--- config.mk ---
export PLATFORM = sky130hd
export DESIGN_NAME = regfile_write_controller
export DESIGN_NICKNAME = d
export VERILOG_FILES = /design/src/rtl/regfile_write_controller_pkg.sv /design/src/rtl/rf_wb_arbiter.sv /design/src/rtl/regfile_write_controller.sv
export SDC_FILE = /design/constraint.sdc
export NUM_CORES = 1
export LEC_CHECK = 0
export ABC_AREA = 1
export BUFFER_PORTS_ARGS = -buffer_cell sky130_fd_sc_hd__buf_2
export CAP_MARGIN = 0
export CORE_MARGIN = 5
export CORE_UTILIZATION = 48
export CTS_CLUSTER_DIAMETER = 60
export DETAILED_ROUTE_END_ITERATION = 8
export PLACE_DENSITY = 0.78
export SETUP_SLACK_MARGIN = 0.5
export SLEW_MARGIN = 20
export SYNTH_ARGS = -nofsm -noshare
export SYNTH_HDL_FRONTEND = slang
export SYNTH_SLANG_ARGS = --single-unit
--- constraint.sdc ---
create_clock -name clk -period 2 [get_ports clk]
set_clock_uncertainty 0.2 [all_clocks]
set_input_delay 0.1 -clock clk [delete_from_list [all_inputs] [get_ports clk]]
set_output_delay 0.1 -clock clk [all_outputs]
set_load 0.05 [all_outputs]
--- src/rtl/regfile_write_controller_pkg.sv ---
// regfile_write_controller_pkg: shared state encoding and sizing for the write-port controller.
package regfile_write_controller_pkg;
    typedef enum logic {INIT = 1'b0, RUN = 1'b1} state_e;
    localparam int STARVE_LIMIT_DEF = 4;
    localparam int REGSIZE_DEF = 32;
    function automatic int addr_w(input int regsize);
        return $clog2(regsize);
    endfunction
endpackage

--- src/rtl/rf_wb_arbiter.sv ---
// rf_wb_arbiter: grants the write port to M by default, to A once it has starved long enough.
module rf_wb_arbiter #(
    parameter int STARVE_LIMIT = 4,
    parameter int SW = 3
) (
    input  logic          run_i,
    input  logic          a_valid_i,
    input  logic          m_valid_i,
    input  logic [SW-1:0] starve_cnt_i,
    output logic          a_ready_o,
    output logic          m_ready_o
);
    logic a_first;
    always_comb begin
        a_first = starve_cnt_i == SW'(STARVE_LIMIT);
        a_ready_o = run_i && a_valid_i && (a_first || !m_valid_i);
        m_ready_o = run_i && m_valid_i && !(a_first && a_valid_i);
    end
endmodule

--- src/rtl/regfile_write_controller.sv ---
// regfile_write_controller: zero-sweeps the register file after reset, then shares its
// single write port between the load unit and ALU writeback.
module regfile_write_controller
    import regfile_write_controller_pkg::*;
#(
    parameter int BITSIZE = 32,
    parameter int REGSIZE = REGSIZE_DEF,
    parameter int STARVE_LIMIT = STARVE_LIMIT_DEF,
    localparam int AW = addr_w(REGSIZE)
) (
    input  logic               clk,
    input  logic               rst,
    input  logic               a_valid,
    input  logic [AW-1:0]      a_sel,
    input  logic [BITSIZE-1:0] a_data,
    output logic               a_ready,
    input  logic               m_valid,
    input  logic [AW-1:0]      m_sel,
    input  logic [BITSIZE-1:0] m_data,
    output logic               m_ready,
    output logic [AW-1:0]      WriteSelect,
    output logic [BITSIZE-1:0] WriteData,
    output logic               WriteEnable,
    output logic               init_done
);
    localparam int SW = $clog2(STARVE_LIMIT + 1);

    state_e             state_q, state_d;
    logic [AW-1:0]      idx_q, idx_d;
    logic [SW-1:0]      starve_q, starve_d;
    logic               we_q, we_d;
    logic [AW-1:0]      sel_q, sel_d;
    logic [BITSIZE-1:0] data_q, data_d;
    logic               done_q, done_d;
    logic               a_xfer, m_xfer;

    rf_wb_arbiter #(.STARVE_LIMIT(STARVE_LIMIT), .SW(SW)) u_arb (
        .run_i(state_q == RUN),
        .a_valid_i(a_valid),
        .m_valid_i(m_valid),
        .starve_cnt_i(starve_q),
        .a_ready_o(a_ready),
        .m_ready_o(m_ready)
    );

    always_comb begin
        a_xfer = a_valid && a_ready;
        m_xfer = m_valid && m_ready;
        state_d = state_q;
        idx_d = idx_q;
        done_d = done_q;
        we_d = 1'b0;
        sel_d = sel_q;
        data_d = data_q;
        starve_d = (a_valid && !a_ready) ?
                   (starve_q == SW'(STARVE_LIMIT) ? starve_q : starve_q + 1'b1) : '0;
        if (state_q == INIT) begin
            we_d = 1'b1;
            sel_d = idx_q;
            data_d = '0;
            idx_d = idx_q + 1'b1;
            if (idx_q == AW'(REGSIZE - 1)) begin
                state_d = RUN;
                done_d = 1'b1;
            end
        end else begin
            // writes to x0 complete the handshake but never reach the register file
            we_d = (a_xfer && a_sel != '0) || (m_xfer && m_sel != '0);
            if (we_d) begin
                sel_d = m_xfer ? m_sel : a_sel;
                data_d = m_xfer ? m_data : a_data;
            end
        end
    end

    always_ff @(posedge clk or posedge rst) begin
        if (rst) begin
            state_q <= INIT;
            idx_q <= AW'(1);
            starve_q <= '0;
            we_q <= 1'b0;
            sel_q <= '0;
            data_q <= '0;
            done_q <= 1'b0;
        end else begin
            state_q <= state_d;
            idx_q <= idx_d;
            starve_q <= starve_d;
            we_q <= we_d;
            sel_q <= sel_d;
            data_q <= data_d;
            done_q <= done_d;
        end
    end

    assign WriteEnable = we_q;
    assign WriteSelect = sel_q;
    assign WriteData = data_q;
    assign init_done = done_q;
endmodule

======== Word-level counts from Yosys, hierarchy flattened ========
Index checks and enable logic that the tools add are counted.
storage, ports and cells
  register bits after elaboration ......... 48
  bits in latches ......................... 0
  memory bits (writable) .................. 0
  memory bits (read-only) ................. 0
  output and inout port bits .............. 41
  word-level logic and storage cells ...... 43
  memories ................................ 0
operators by class
  add/sub/neg operators ................... 2
  multiply operators ...................... 0
  divide/modulo/power cells ............... 0
  order comparisons ....................... 0
  eq/ne operators ......................... 4
  shift operators ......................... 0
  multiplexer cells ....................... 11
  bitwise operators ....................... 1
  reductions and logical operators ........ 18
operator list
  cell                   number
  $mux W32               3
  $mux W5                3
  $logic_and A1 B1 Y1    10
  $reduce_bool A5 Y1     2
  $mux W3                2
  $add A5 B1 Y5 const B  1
  $eq A5 B5 Y1 const B   1
  $add A3 B1 Y3 const B  1
  $eq A3 B3 Y1 const B   1
  $logic_not A1 Y1       3
  $mux W1                3
  $logic_or A1 B1 Y1     2
  $ne A2 B1 Y1 const B   1
  $ne A2 B2 Y1 const B   1
  $reduce_and A2 Y1      1
  $not A1 Y1             1

======== Depth between registers and ports, before layout ========
  depth in word-level cells ............... 9
  mapped depth ............................ 11
  gate-level depth less buffers ........... 10

======== Cells and area by module ========
Synthesis repeated with hierarchy kept, for this count alone.
unflattened totals
  cell total of the unflattened synthesis .. 367
  area, all modules ....................... 2630.0 um2
modules (own cells, without submodules)
  module                    times used  cells each  area each (um2)
  regfile_write_controller  1           358         2587.5
  rf_wb_arbiter             1           9           42.5

======== Worst setup path before layout ========
No wires, ideal clock.
  path kind ............................... register -> register
  start ................................... reg starve_q[0]
  end ..................................... reg data_q[0], in the netlist WriteData[0]
  data arrival time ....................... 1.902 ns
  required time ........................... 1.681 ns
  path slack .............................. -0.221 ns
  cell stages (with the launch flop) ...... 10
  buffers on the path ..................... 2
  clock period less this slack ............ 2.221 ns
  path through ............................ dfrtp_1 -> inv_1 -> ha_1 -> nand2_1 -> a21oi_2 -> nand2_1 -> buf_2 -> buf_2 -> nand4_1 -> nand2_1
on the way
  elaborated cells between the ends (all ways) .. 15
  those cells by class .................... eq/ne: 2; mux: 3; reduce/logical: 10
RTL lines
  item                           RTL line                        text
  start: declaration             regfile_write_controller.sv:30  logic [SW-1:0] starve_q, starve_d;
  start signal: assignment       regfile_write_controller.sv:88  starve_q <= starve_d;
  $eq A3 B3 Y1                   rf_wb_arbiter.sv:15             a_first = starve_cnt_i == SW'(STARVE_LIMIT);
  $logic_or A1 B1 Y1             rf_wb_arbiter.sv:16             a_ready_o = run_i && a_valid_i && (a_first || !m_valid_i);
  $logic_and A1 B1 Y1            rf_wb_arbiter.sv:16
  named net a_ready              regfile_write_controller.sv:16  output logic a_ready,
  $logic_and A1 B1 Y1            regfile_write_controller.sv:47  a_xfer = a_valid && a_ready;
  $logic_and A1 B1 Y1            regfile_write_controller.sv:68  we_d = (a_xfer && a_sel != '0) || (m_xfer && m_sel != '0);
  $logic_or A1 B1 Y1             regfile_write_controller.sv:68
  $ne A2 B1 Y1 (no source line)  -
  end signal: assignment         regfile_write_controller.sv:91  data_q <= data_d;
  end: declaration               regfile_write_controller.sv:33  logic [BITSIZE-1:0] data_q, data_d;
The timed path passes the listed nets, and every way through them passes these cells. The select of a mux whose other input is x is not followed.
A chain may end at the register's enable or synchronous reset.

======== Worst setup path in the final report ========
  start ................................... reg starve_q[1]
  end ..................................... reg data_q[29], in the netlist WriteData[29]
on the way
  word-level cells in the longest chain between the ends .. 8
  elaborated cells between the ends (all ways) .. 15
  those cells by class .................... eq/ne: 2; mux: 3; reduce/logical: 10
RTL lines
  item                                                    RTL line                                                        text
  $eq A3 B3 Y1 (*)                                        rf_wb_arbiter.sv:15
  $logic_and A1 B1 Y1                                     rf_wb_arbiter.sv:17                                             m_ready_o = run_i && m_valid_i && !(a_first && a_valid_i);
  $logic_not A1 Y1                                        rf_wb_arbiter.sv:17
  $logic_and A1 B1 Y1                                     rf_wb_arbiter.sv:17
  $logic_and A1 B1 Y1                                     regfile_write_controller.sv:48                                  m_xfer = m_valid && m_ready;
  $mux W32 / $logic_and A1 B1 Y1 (equally long branches)  regfile_write_controller.sv:71, regfile_write_controller.sv:68
  $mux W32 / $logic_or A1 B1 Y1 (equally long branches)   regfile_write_controller.sv:69, regfile_write_controller.sv:68
  $mux W32 / $ne A2 B1 Y1 (equally long branches)         -
Mark *: on every way between the ends. The rest lies on a longest branch, timed or not. The select of a mux whose other input is x is not followed.

==> reports/metrics.csv <==
metric,value,unit
result of the run,"complete, no violations",
layout filler cell count,385,
critical path launch point type,flip-flop,
"Max FO, Critical Path",6,
element type at the critical path end,flip-flop,
Die Width,86.9,um
maximum number of buffers from clock root to sink,2,
mean cell area of the mapped netlist,7.12,sq um
fraction of final layout cells with drive strength greater than 1,0.368,
clock network fraction of design power,0.208,
DRC violation count after routing,0,
setup repair after global routing missed its margin,true,
final routed wirelength across all metal layers,10700,um
largest net degree at the start of global routing,43,
post-route cell area,0.00465,sq mm
# clock sinks,48,
"commonest cells after routing, fill and taps aside","162 x sky130_fd_sc_hd__nand2_1, 116 x sky130_fd_sc_hd__buf_2, 47 x sky130_fd_sc_hd__dlygate4sd3_1",
remaining antenna violation count after routing,0,
"flops & latches, synth",48,
H-tree Lvls,2,
Worst R2R Start,starve_q[1],
arrival time of the worst setup path,1820,ps
max-slew violation total from the final report,0,
most frequent standard cell in the layout excluding fill and tap cells,sky130_fd_sc_hd__nand2_1,
routed length per placed instance,16.5,um
Flop pwr share,0.386,
post-layout min period,1830,ps
number of cells produced by synthesis,399,
total number of vias,3492,
number of port buffers,118,
final weighted congestion in routability-driven placement,0.771,
number of max-capacitance violations reported,0,
Die Area,0.00755,sq mm
total clock buffers created by CTS,5,
"CTS clk-pin slew, worst paths",100,ps
fmax,0.547,GHz
Clock Root Buffer,sky130_fd_sc_hd__clkbuf_8,
area used by sequential logic in the layout,0.00120,sq mm
headroom to the max-slew limit,0.626,
Combinational Power Share,0.406,
leakage power,2.58,nW
total number of placement rows,28,
synthesis warning total,0,
effective utilization at floorplan,0.485,
instance area at placement,0.00348,sq mm
internal power consumption,1.79,mW
number of design-rule violations left by the first detailed-router iteration,276,
fraction of the yosys area taken by sequential cells,0.424,
Syn Std Cell Area,0.00284,sq mm
setup TNS after final layout,0,ps
total grt overflow,0,
total track usage,0.261,
worst hold start,a_data[23],
Area Overhead vs Synth,63.7,%
IO Count,119,
vias in the first global route,3324,
# diodes,0,
Peak supply drop,0.395,mV
area of the multi-input gates,0.00149,sq mm
final hold slack,4.10,ps
period utilization,0.914,
initial antenna violation count,0,
total power divided by cell area,638,mW/mm^2
total nets after synthesis,481,
CP startpoint,starve_q[1],
first-pass GRT wire length,15600,um
switching share of power,0.397,
slew at the pin closest to its max-slew limit,560,ps
floorplan die height,86.9,um
Fin. Hold Viols,0,
Core Area,0.00585,sq mm
clock tree from TritonCTS,built,
half-perimeter wire length after detailed placement,5190,um
worst min path class,input pin to flip-flop,
kind of critical path,flip-flop to flip-flop,
number of nets in the finished design,657,
data required time of the worst path,1990,ps
count of cell types in the netlist,25,
Worst-Skew Late Latency,300,ps
count of endpoints failing setup in the final report,0,
vias per cell,5.36,
switching power,1.18,mW
first drt pass iteration count,7,
synthesized netlist by cell type:
master	n	share of area
sky130_fd_sc_hd__nand4_1	40	0.088
sky130_fd_sc_hd__nand2_2	2	0.0044
sky130_fd_sc_hd__inv_2	2	0.0026
sky130_fd_sc_hd__nand3b_1	1	0.0026
sky130_fd_sc_hd__buf_1	2	0.0026
sky130_fd_sc_hd__a21o_1	1	0.0026
sky130_fd_sc_hd__nand3_2	2	0.0071
sky130_fd_sc_hd__nand2_4	1	0.0040
sky130_fd_sc_hd__buf_6	4	0.016
sky130_fd_sc_hd__clkbuf_1	7	0.0093
sky130_fd_sc_hd__buf_2	10	0.018
sky130_fd_sc_hd__dfstp_2	1	0.0093
sky130_fd_sc_hd__nand2_1	167	0.22
sky130_fd_sc_hd__a21oi_2	1	0.0031
sky130_fd_sc_hd__and3_1	1	0.0022
sky130_fd_sc_hd__nor2_1	4	0.0053
sky130_fd_sc_hd__nand3_1	11	0.019
sky130_fd_sc_hd__xnor2_1	1	0.0031
sky130_fd_sc_hd__xor2_1	3	0.0093
sky130_fd_sc_hd__or2_2	1	0.0022
sky130_fd_sc_hd__inv_1	46	0.061
sky130_fd_sc_hd__buf_4	6	0.016
sky130_fd_sc_hd__o21ai_0	34	0.060
sky130_fd_sc_hd__ha_1	4	0.018
sky130_fd_sc_hd__dfrtp_1	47	0.41
repair_timing:
| item | in CTS | in global routing |
|---|---|---|
| resized for setup | 66 | 26 |
| hold buffers | 47 | 0 |
| pin swaps | 6 | 14 |
| hold endpoints to repair | 57 | 0 |
| gates cloned | 5 | 4 |
| endpoints found under the setup margin | 44 | 44 |
| buffers inserted | 10 | 4 |
power groups by stage:
stage	sequential, mW	clock, mW	combinational (mW)
detailed placement	1.15	0	0.926
floorplan	1.52	0	0.313
finish	1.15	0.617	1.20
global placement	1.15	0	0.912
global route	1.15	0.666	1.28
CTS	1.14	0.615	1.11
metrics by stage:
stage               std cells  setup slack, ps   util  power (mW)
global route              651              113  0.794        3.10
global placement          573              248  0.595        2.06
CTS                       643              244  0.756        2.86
detailed placement        573              197  0.595        2.08
floorplan                 399              149      -        1.83
finish                    651              172  0.794        2.97
registers in the layout, summed over array words and instances, names as in the netlist:
register and count:
WriteData 32, WriteEnable 1, WriteSelect 5, idx_q 5, init_done 1, starve_q 3
state_q 1
cell families (layout without fill, tap and decap cells):
kind of cell | count (synthesis) | count (layout) | synth area share
AO/OA/AOI/OAI | 36 | 36 | 0.0657
buffers and inverters | 77 | 254 | 0.125
adder cells (fa/ha/maj) | 4 | 4 | 0.0176
XOR/XNOR | 4 | 4 | 0.0123
AND/OR/NAND/NOR | 230 | 230 | 0.356
flip-flops | 48 | 48 | 0.424
critical path, cell delays in order, from the launching register on:
cell,delay (ps)
sky130_fd_sc_hd__dfrtp_1,380
sky130_fd_sc_hd__inv_2,60
sky130_fd_sc_hd__ha_4,170
sky130_fd_sc_hd__nand3_4,90
sky130_fd_sc_hd__nand2_4,60
sky130_fd_sc_hd__buf_12,130
sky130_fd_sc_hd__buf_12,140
sky130_fd_sc_hd__buf_16,150
sky130_fd_sc_hd__o21ai_4,120
sky130_fd_sc_hd__inv_1,60
sky130_fd_sc_hd__nand2_1,70
sky130_fd_sc_hd__nand2_1,80
area by class of cell:
class	instances	share of cell area
Clock inverter	1	0.00162
Inverter	48	0.0396
Timing Repair Buffer	198	0.340
Multi-Input combinational cell	274	0.321
Tap cell	75	0.0202
Sequential cell	48	0.259
Clock buffer	7	0.0186
final timing paths:
path	slack, ps	endpoint	depth (start not counted)
max reg2reg	170	WriteData[29]	11
min	4	WriteData[23]	7
min in group asynchronous	190	WriteData[29]	3
max	170	WriteData[29]	11
min reg2reg	270	init_done	1
max in group asynchronous	770	state_q	4
layer usage:
layer	vias up	wire length [um]	global-route usage
li1	1629	-	-
met1	1647	3960	0.315
met2	182	5610	0.484
met3	34	845	0.0549
met4	0	302	0.0397
met5	-	0	0
Power figures use the tool's default switching activity.
